[config.mk]
export PLATFORM = sky130hd
export DESIGN_NAME = fetch_prefetch
export DESIGN_NICKNAME = d
export VERILOG_FILES = /design/src/rtl/fetch_pkg.sv /design/src/rtl/fetch_fifo.sv /design/src/rtl/fetch_prefetch.sv
export SDC_FILE = /design/constraint.sdc
export NUM_CORES = 1
export LEC_CHECK = 0
export CAP_MARGIN = 20
export CELL_PAD_IN_SITES_DETAIL_PLACEMENT = 0
export CELL_PAD_IN_SITES_GLOBAL_PLACEMENT = 1
export CORE_ASPECT_RATIO = 0.8
export CORE_UTILIZATION = 43
export CTS_CLUSTER_SIZE = 28
export DETAILED_ROUTE_END_ITERATION = 6
export PLACE_DENSITY_LB_ADDON = 0.1
export SLEW_MARGIN = 20
export SYNTH_ARGS = -nofsm -noshare
export SYNTH_HDL_FRONTEND = slang
export SYNTH_SLANG_ARGS = --single-unit
[constraint.sdc]
create_clock -name clk -period 3.9 [get_ports clk]
set_input_delay 0.585 -clock clk [delete_from_list [all_inputs] [get_ports clk]]
set_output_delay 0.585 -clock clk [all_outputs]
set_load 0.01 [all_outputs]
[src/rtl/fetch_pkg.sv]
// fetch_pkg: shared types and constants for the fetch prefetch unit.
package fetch_pkg;

    // One decoded-side entry: the instruction word and the PC it came from.
    typedef struct packed {
        logic [31:0] pc;
        logic [31:0] instr;
    } fetch_entry_t;

    // Sequential fetch increment in bytes.
    localparam logic [31:0] PC_STEP = 32'd4;

    // Pointer width for a power-of-two queue of the given depth.
    function automatic int ptr_w(input int depth);
        return $clog2(depth);
    endfunction

endpackage

[src/rtl/fetch_fifo.sv]
// fetch_fifo: small synchronous FIFO with push/pop/flush and full/empty/count.
// Used both for the instruction data buffer and for the in-order PC tag queue.
// A pop and a push in the same cycle on a full queue both take effect.
module fetch_fifo
    import fetch_pkg::*;
#(
    parameter int  DEPTH = 4,
    parameter type T     = fetch_entry_t
) (
    input  logic                  clk,
    input  logic                  rst,
    input  logic                  push,
    input  logic                  pop,
    input  logic                  flush,
    input  T                      wr_data,
    output T                      rd_data,
    output logic                  full,
    output logic                  empty,
    output logic [ptr_w(DEPTH):0] count
);
    localparam int PW = ptr_w(DEPTH);

    logic [PW-1:0] wr_ptr;
    logic [PW-1:0] rd_ptr;
    T              mem [DEPTH];
    logic          do_push;
    logic          do_pop;

    assign do_pop  = pop & ~empty;
    assign do_push = push & (~full | do_pop);
    assign full    = (count == (PW+1)'(DEPTH));
    assign empty   = (count == '0);
    assign rd_data = mem[rd_ptr];

    // Storage write; contents need no reset because count gates visibility.
    always_ff @(posedge clk) begin
        if (do_push) begin
            mem[wr_ptr] <= wr_data;
        end
    end

    // Pointer and occupancy update; flush and reset both empty the queue.
    always_ff @(posedge clk) begin
        if (rst || flush) begin
            wr_ptr <= '0;
            rd_ptr <= '0;
            count  <= '0;
        end else begin
            if (do_push) begin
                wr_ptr <= wr_ptr + PW'(1);
            end
            if (do_pop) begin
                rd_ptr <= rd_ptr + PW'(1);
            end
            count <= count + (PW+1)'(do_push) - (PW+1)'(do_pop);
        end
    end

endmodule

[src/rtl/fetch_prefetch.sv]
// fetch_prefetch: fetch-side producer of the F->D interface.
// Issues sequential in-order requests to a variable-latency instruction port,
// buffers returned words and presents {InstrF, PCF, PCPlus4F} to decode.
// Redirects flush the buffer and drop responses still in flight.
// Optional build macro FETCH_BYPASS_EN: a response arriving while the buffer
// is empty is presented combinationally in the same cycle.
//
// Handshakes: a request transfers on a rising edge where IReqValid and
// IReqReady are both high; IReqValid never depends on IReqReady. Responses
// carry no ready: each IRspValid cycle returns exactly one word, in request
// order. Decode consumes the presented entry on any edge where InstrValidF is
// high and StallD is low; while StallD is high the outputs do not change.
module fetch_prefetch
    import fetch_pkg::*;
#(
    parameter logic [31:0] RESET_PC = 32'h0000_0000,
    parameter int          DEPTH    = 4
) (
    input  logic        clk,
    input  logic        rst,
    input  logic        PCRedirectE,
    input  logic [31:0] PCTargetE,
    input  logic        StallD,
    output logic        IReqValid,
    input  logic        IReqReady,
    output logic [31:0] IReqAddr,
    input  logic        IRspValid,
    input  logic [31:0] IRspData,
    output logic        InstrValidF,
    output logic [31:0] InstrF,
    output logic [31:0] PCF,
    output logic [31:0] PCPlus4F
);
    localparam int CW = ptr_w(DEPTH) + 1;
    localparam logic [CW:0] DEPTH_W = (CW+1)'(DEPTH);

    logic [31:0]   fetch_pc;
    logic [CW-1:0] outstanding;
    logic [CW-1:0] outstanding_next;
    logic [CW-1:0] drop_cnt;
    logic [CW:0]   inflight;

    logic          req_fire;
    logic          rsp_fire;
    logic          rsp_keep;

    logic [31:0]   tag_head;
    logic          tag_full;
    logic          tag_empty;
    logic [CW-1:0] tag_count;

    fetch_entry_t  data_in;
    fetch_entry_t  data_head;
    fetch_entry_t  out_entry;
    logic          data_push;
    logic          data_pop;
    logic          data_full;
    logic          data_empty;
    logic [CW-1:0] data_count;
    logic          out_valid;

    // Buffered entries plus requests in flight never exceed DEPTH, so neither
    // queue can overflow.
    assign inflight  = {1'b0, data_count} + {1'b0, outstanding};
    assign IReqValid = ~rst & ~PCRedirectE & (inflight < DEPTH_W);
    assign IReqAddr  = fetch_pc;
    assign req_fire  = IReqValid & IReqReady;

    // A response with nothing outstanding is ignored entirely.
    assign rsp_fire  = IRspValid & (outstanding != '0) & ~rst;
    assign rsp_keep  = rsp_fire & (drop_cnt == '0);

    // Net change of the outstanding count for this cycle.
    always_comb begin
        outstanding_next = outstanding;
        if (req_fire && !rsp_fire) begin
            outstanding_next = outstanding + CW'(1);
        end else if (!req_fire && rsp_fire) begin
            outstanding_next = outstanding - CW'(1);
        end
    end

    // Fetch PC and counters; a redirect overrides the normal updates and marks
    // every request still in flight as stale.
    always_ff @(posedge clk) begin
        if (rst) begin
            fetch_pc    <= RESET_PC;
            outstanding <= '0;
            drop_cnt    <= '0;
        end else begin
            outstanding <= outstanding_next;
            if (PCRedirectE) begin
                fetch_pc <= PCTargetE;
                drop_cnt <= outstanding_next;
            end else begin
                if (req_fire) begin
                    fetch_pc <= fetch_pc + PC_STEP;
                end
                if (rsp_fire && (drop_cnt != '0)) begin
                    drop_cnt <= drop_cnt - CW'(1);
                end
            end
        end
    end

    // PCs of accepted requests, popped in order as responses return.
    fetch_fifo #(
        .DEPTH (DEPTH),
        .T     (logic [31:0])
    ) u_tag_q (
        .clk     (clk),
        .rst     (rst),
        .push    (req_fire),
        .pop     (rsp_fire),
        .flush   (1'b0),
        .wr_data (fetch_pc),
        .rd_data (tag_head),
        .full    (tag_full),
        .empty   (tag_empty),
        .count   (tag_count)
    );

    assign data_in  = '{pc: tag_head, instr: IRspData};
    assign data_pop = ~data_empty & ~StallD;

`ifdef FETCH_BYPASS_EN
    logic bypass_hit;
    assign bypass_hit = data_empty & rsp_keep;
    assign data_push  = rsp_keep & ~(bypass_hit & ~StallD);
    assign out_valid  = ~data_empty | bypass_hit;
    assign out_entry  = data_empty ? data_in : data_head;
`else
    assign data_push  = rsp_keep;
    assign out_valid  = ~data_empty;
    assign out_entry  = data_head;
`endif

    // Instruction buffer; a redirect flushes it, discarding any same-cycle pop.
    fetch_fifo #(
        .DEPTH (DEPTH),
        .T     (fetch_entry_t)
    ) u_data_q (
        .clk     (clk),
        .rst     (rst),
        .push    (data_push),
        .pop     (data_pop),
        .flush   (PCRedirectE),
        .wr_data (data_in),
        .rd_data (data_head),
        .full    (data_full),
        .empty   (data_empty),
        .count   (data_count)
    );

    assign InstrValidF = out_valid;
    assign InstrF      = out_valid ? out_entry.instr : '0;
    assign PCF         = out_valid ? out_entry.pc : '0;
    assign PCPlus4F    = out_valid ? (out_entry.pc + PC_STEP) : '0;

    a_rsp_needs_req: assert property (@(posedge clk) disable iff (rst)
        IRspValid |-> (outstanding != '0));
    a_tag_tracks_outstanding: assert property (@(posedge clk) disable iff (rst)
        (tag_count == outstanding) && (tag_empty == (outstanding == '0)));
    a_tag_no_overflow: assert property (@(posedge clk) disable iff (rst)
        req_fire |-> (!tag_full || rsp_fire));
    a_data_no_overflow: assert property (@(posedge clk) disable iff (rst)
        data_push |-> (!data_full || data_pop));

endmodule
==> impl_metrics.prom <==
# TYPE chip_impl_metric gauge
chip_impl_metric{name="fin_util",unit="%"} 54.6
chip_impl_metric{name="power_density",unit="nW/um^2"} 445
chip_impl_info{name="start_kind",value="flip-flop"} 1
chip_impl_metric{name="p_clk_share",unit="%"} 41.7
chip_impl_metric{name="ctsHtreeMaxLevel",unit=""} 2
chip_impl_info{name="grt_setup_unrepaired",value="true"} 1
chip_impl_metric{name="period_share",unit="%"} 99.2
chip_impl_metric{name="yosys_top_cell_area_share",unit="%"} 63.3
chip_impl_metric{name="asyncSetResetFlopFracSynth",unit="%"} 0
chip_impl_metric{name="clock_sinks",unit=""} 440
chip_impl_metric{name="pin_count",unit=""} 200
chip_impl_metric{name="max_cap_violations",unit=""} 0
chip_impl_metric{name="pnr_total_power",unit="uW"} 10200
chip_impl_metric{name="share_of_power_burned_in_combinational_logic",unit="%"} 6.4
chip_impl_metric{name="p_switching",unit="uW"} 2110
chip_impl_metric{name="drtAntennaViolNets",unit=""} 0
chip_impl_metric{name="post_synth_instance_area",unit="sq um"} 18200
chip_impl_metric{name="leakage_power_figure",unit="uW"} 0.00754
chip_impl_metric{name="power_report.internal_total",unit="uW"} 8070
chip_impl_metric{name="swShare",unit="%"} 20.7
chip_impl_metric{name="globalplace.congestion",unit=""} 0.782
chip_impl_info{name="yosys.cell_count.top_type",value="edfxtp_1"} 1
chip_impl_metric{name="slew_violations",unit=""} 0
chip_impl_info{name="worst_setup_path_end_kind",value="output port"} 1
chip_impl_metric{name="synthesis.instances",unit=""} 1068
chip_impl_metric{name="vias",unit=""} 10239
chip_impl_info{name="synth.area.top_cells",value="edfxtp_1, mux4_2, dfxtp_1, mux4_1, and2_1"} 1
chip_impl_metric{name="first_global_vias",unit=""} 10009
chip_impl_metric{name="first_iter_violations",unit=""} 711
chip_impl_info{name="cts_tree",value="built"} 1
chip_impl_metric{name="core_area",unit="sq um"} 41800
chip_impl_metric{name="cts.reportedPaths.clkPinSlew",unit="ns"} 0.06
chip_impl_metric{name="grt_max_degree",unit=""} 60
chip_impl_metric{name="vdd_ir_drop_max",unit="mV"} 0.271
chip_impl_info{name="synth_common_cells",value="edfxtp_1, mux4_2, and2_1"} 1
chip_impl_metric{name="critical_path.max_fanout",unit=""} 7
chip_impl_metric{name="post-route-drc-count",unit=""} 0
chip_impl_metric{name="synth-edff-count",unit=""} 384
chip_impl_metric{name="worst-slew-pin-transition",unit="ns"} 0.878
chip_impl_metric{name="initial_utilization",unit="%"} 43.6
chip_impl_metric{name="worst_ep_required_time",unit="ns"} 3.31
chip_impl_metric{name="fillerInstances",unit=""} 3402
chip_impl_metric{name="first_pass_iters",unit=""} 5
chip_impl_metric{name="cts-root-to-sink-buffers",unit=""} 3
chip_impl_info{name="run_status",value="completed"} 1
chip_impl_metric{name="post_route_cells_drive_above_1_share",unit="%"} 19.7
chip_impl_info{name="worstHoldPathType",value="input port to flip-flop"} 1
chip_impl_metric{name="yosysWarningCount",unit=""} 0
chip_impl_metric{name="cts.hold.buffers_added",unit=""} 0
chip_impl_metric{name="grt_overflow",unit=""} 0
chip_impl_metric{name="grt_usage",unit="%"} 18.6
chip_impl_metric{name="finalWirelength",unit="mm"} 40.0
chip_impl_metric{name="routedWlPerCell",unit="um"} 20.9
chip_impl_metric{name="vias_per_cell",unit=""} 5.36
chip_impl_metric{name="syn2layout_area_growth",unit="%"} 25.3
chip_impl_info{name="cts_root_buf",value="clkbuf_16"} 1
chip_impl_metric{name="clock_latency",unit="ns"} 0.55
chip_impl_metric{name="initial_antenna_violation_count",unit=""} 0
chip_impl_info{name="netlist.top_cell.by_area",value="edfxtp_1"} 1
chip_impl_metric{name="final-setup-viol-count",unit=""} 0
chip_impl_info{name="commonest_register_cell_after_synthesis",value="edfxtp_1"} 1
chip_impl_metric{name="synth.ff_latch_count",unit=""} 440
chip_impl_metric{name="io_buffer_count",unit=""} 199
chip_impl_metric{name="achievable_frequency",unit="MHz"} 259
chip_impl_info{name="type_of_the_worst_setup_path",value="flip-flop to output port"} 1
chip_impl_metric{name="cts_inserted_buffers",unit=""} 45
chip_impl_metric{name="die-area",unit="sq um"} 43200
chip_impl_metric{name="dpl.hpwl",unit="mm"} 26.3
chip_impl_metric{name="finalWorstPathRequiredPeriod",unit="ns"} 3.87
chip_impl_metric{name="num_rows",unit=""} 67
chip_impl_metric{name="worstPathArrival",unit="ns"} 3.28
chip_impl_metric{name="grt_pass1_wl",unit="mm"} 60.9
chip_impl_metric{name="nNetsFinal",unit=""} 1420
chip_impl_metric{name="synth.net_count",unit=""} 1161
chip_impl_metric{name="synth_sequential_area_ratio",unit="%"} 69.4
chip_impl_metric{name="fp.dieH",unit="um"} 186
chip_impl_metric{name="seqPwrFrac",unit="%"} 51.9
chip_impl_metric{name="report.final.hold_viol_count",unit=""} 0
chip_impl_metric{name="synth.distinct_cells",unit=""} 60
chip_impl_metric{name="post_synth.cell_area_avg",unit="sq um"} 17.1
chip_impl_metric{name="skew",unit="ns"} 0.0218
chip_impl_metric{name="chipWidth",unit="um"} 232
chip_impl_metric{name="relSlewSlack",unit="%"} 41.5
chip_impl_metric{name="antenna_cells",unit=""} 0
==> cell usage in the layout (no fill, tap or decap), drive strengths merged, types with 8 or more instances in the layout <==
| master | synthesis | routed |
|---|---|---|
| mux2 | 16 | 16 |
| nand2 | 43 | 43 |
| clkdlybuf4s50 | 0 | 184 |
| inv | 27 | 26 |
| edfxtp | 384 | 384 |
| xnor2 | 23 | 23 |
| dlymetal6s2s | 0 | 8 |
| and2 | 73 | 73 |
| xor2 | 9 | 9 |
| nand3 | 14 | 14 |
| a21oi | 24 | 24 |
| a211oi | 8 | 8 |
| clkinv | 0 | 12 |
| nor2 | 67 | 67 |
| a31oi | 13 | 13 |
| nor3 | 20 | 20 |
| buf | 25 | 70 |
| nand4 | 21 | 21 |
| or3 | 12 | 12 |
| ha | 21 | 21 |
| clkbuf | 32 | 63 |
| mux4 | 96 | 96 |
| o21ai | 13 | 13 |
| and4 | 8 | 8 |
| mux2i | 9 | 9 |
| dfxtp | 56 | 56 |
==> metal layers <==
metal  up-vias  track usage (%)  part of all wire [%]
met4         0             4.61                   1.7
met3        51             3.46                   5.7
met2       298             27.7                    44
li1       4728                -                     -
met1      5162             28.3                    48
met5         -                0                     0
==> power groups by stage <==
stage          clock network, uW  registers (uW)  logic [uW]
6_report                    4240            5280         652
5_1_grt                     4520            5290         713
3_5_place_dp                   0            5380         650
4_1_cts                     4340            5280         656
2_1_floorplan                  0            5360         317
3_3_place_gp                   0            5380         645
==> sequential cells by signal (all words and copies together) (netlist names), named ones only <==
| signal | flops |
|---|---|
| drop_cnt | 3 |
| u_tag_q.wr_ptr | 2 |
| u_tag_q.count | 3 |
| u_data_q.count | 3 |
| u_tag_q.mem | 128 |
| IReqAddr | 32 |
| u_data_q.wr_ptr | 2 |
| u_data_q.rd_ptr | 2 |
| u_tag_q.rd_ptr | 2 |
| outstanding | 3 |
| u_data_q.mem | 256 |
==> cells by family after synthesis <==
| family | share of synthesized area (%) |
|---|---|
| flip-flops | 69.4 |
| AND/OR/NAND/NOR | 8.54 |
| multiplexers | 13.7 |
| buffers and inverters | 2.11 |
| AO/OA/AOI/OAI | 2.88 |
| XOR/XNOR | 1.66 |
| adder cells (fa/ha/maj) | 1.66 |
==> through the flow <==
| step | hold WS, ns | cell area, sq um | setup TNS [ns] | setup WS, ns | std cells |
|---|---|---|---|---|---|
| finish | 0.374 | 22800 | 0 | 0.0328 | 1912 |
| floorplan | 0.485 | 18200 | 0 | 0.106 | 1068 |
| global route | 0.367 | 22800 | -0.0915 | -0.0684 | 1912 |
| global placement | 0.513 | 21100 | 0 | 0.260 | 1807 |
| detailed placement | 0.521 | 21100 | 0 | 0.212 | 1807 |
| CTS | 0.352 | 22700 | -0.991 | -0.234 | 1902 |
==> final timing paths <==
kind,startpoint,to,slack (ns),cells past startpoint
max,flip-flop,PCPlus4F[17],0.03,6
min,rst,outstanding[2]$_SDFF_PP0_,0.37,2
max reg2reg,u_data_q.count[2]$_SDFF_PP0_,u_tag_q.mem[0][25]$_DFFE_PP_,0.79,6
min reg2reg,u_data_q.rd_ptr[1]$_SDFFE_PP0P_,flip-flop,0.54,2
==> critical path, stage by stage (launching register included) <==
cell and delay (ns):
dfxtp_4 0.44, buf_4 0.20, mux2_2 0.41, or4_4 0.62
nor3_1 0.20, mux2_2 0.37, clkdlybuf4s50_1 0.48
==> what timing repair did <==
item                                    CTS  global route
endpoints found under the hold margin     0             0
buffers inserted                         15            10
endpoints found under the setup margin   18            15
pin swaps                                 4             5
gates cloned                              0             0
gates resized for setup                  20            30
==> layout make-up <==
cell class                 instances  area [sq um]  area share (%)
clock buffer                      61          1200            5.24
clock inverter                    19           248            1.08
inverter                          27           101           0.444
multi-input combinational        544          5260            23.0
sequential                       440         12700            55.4
tap                              552           691            3.02
timing repair buffer             269          2690            11.8
Power figures use the tool's default switching activity.
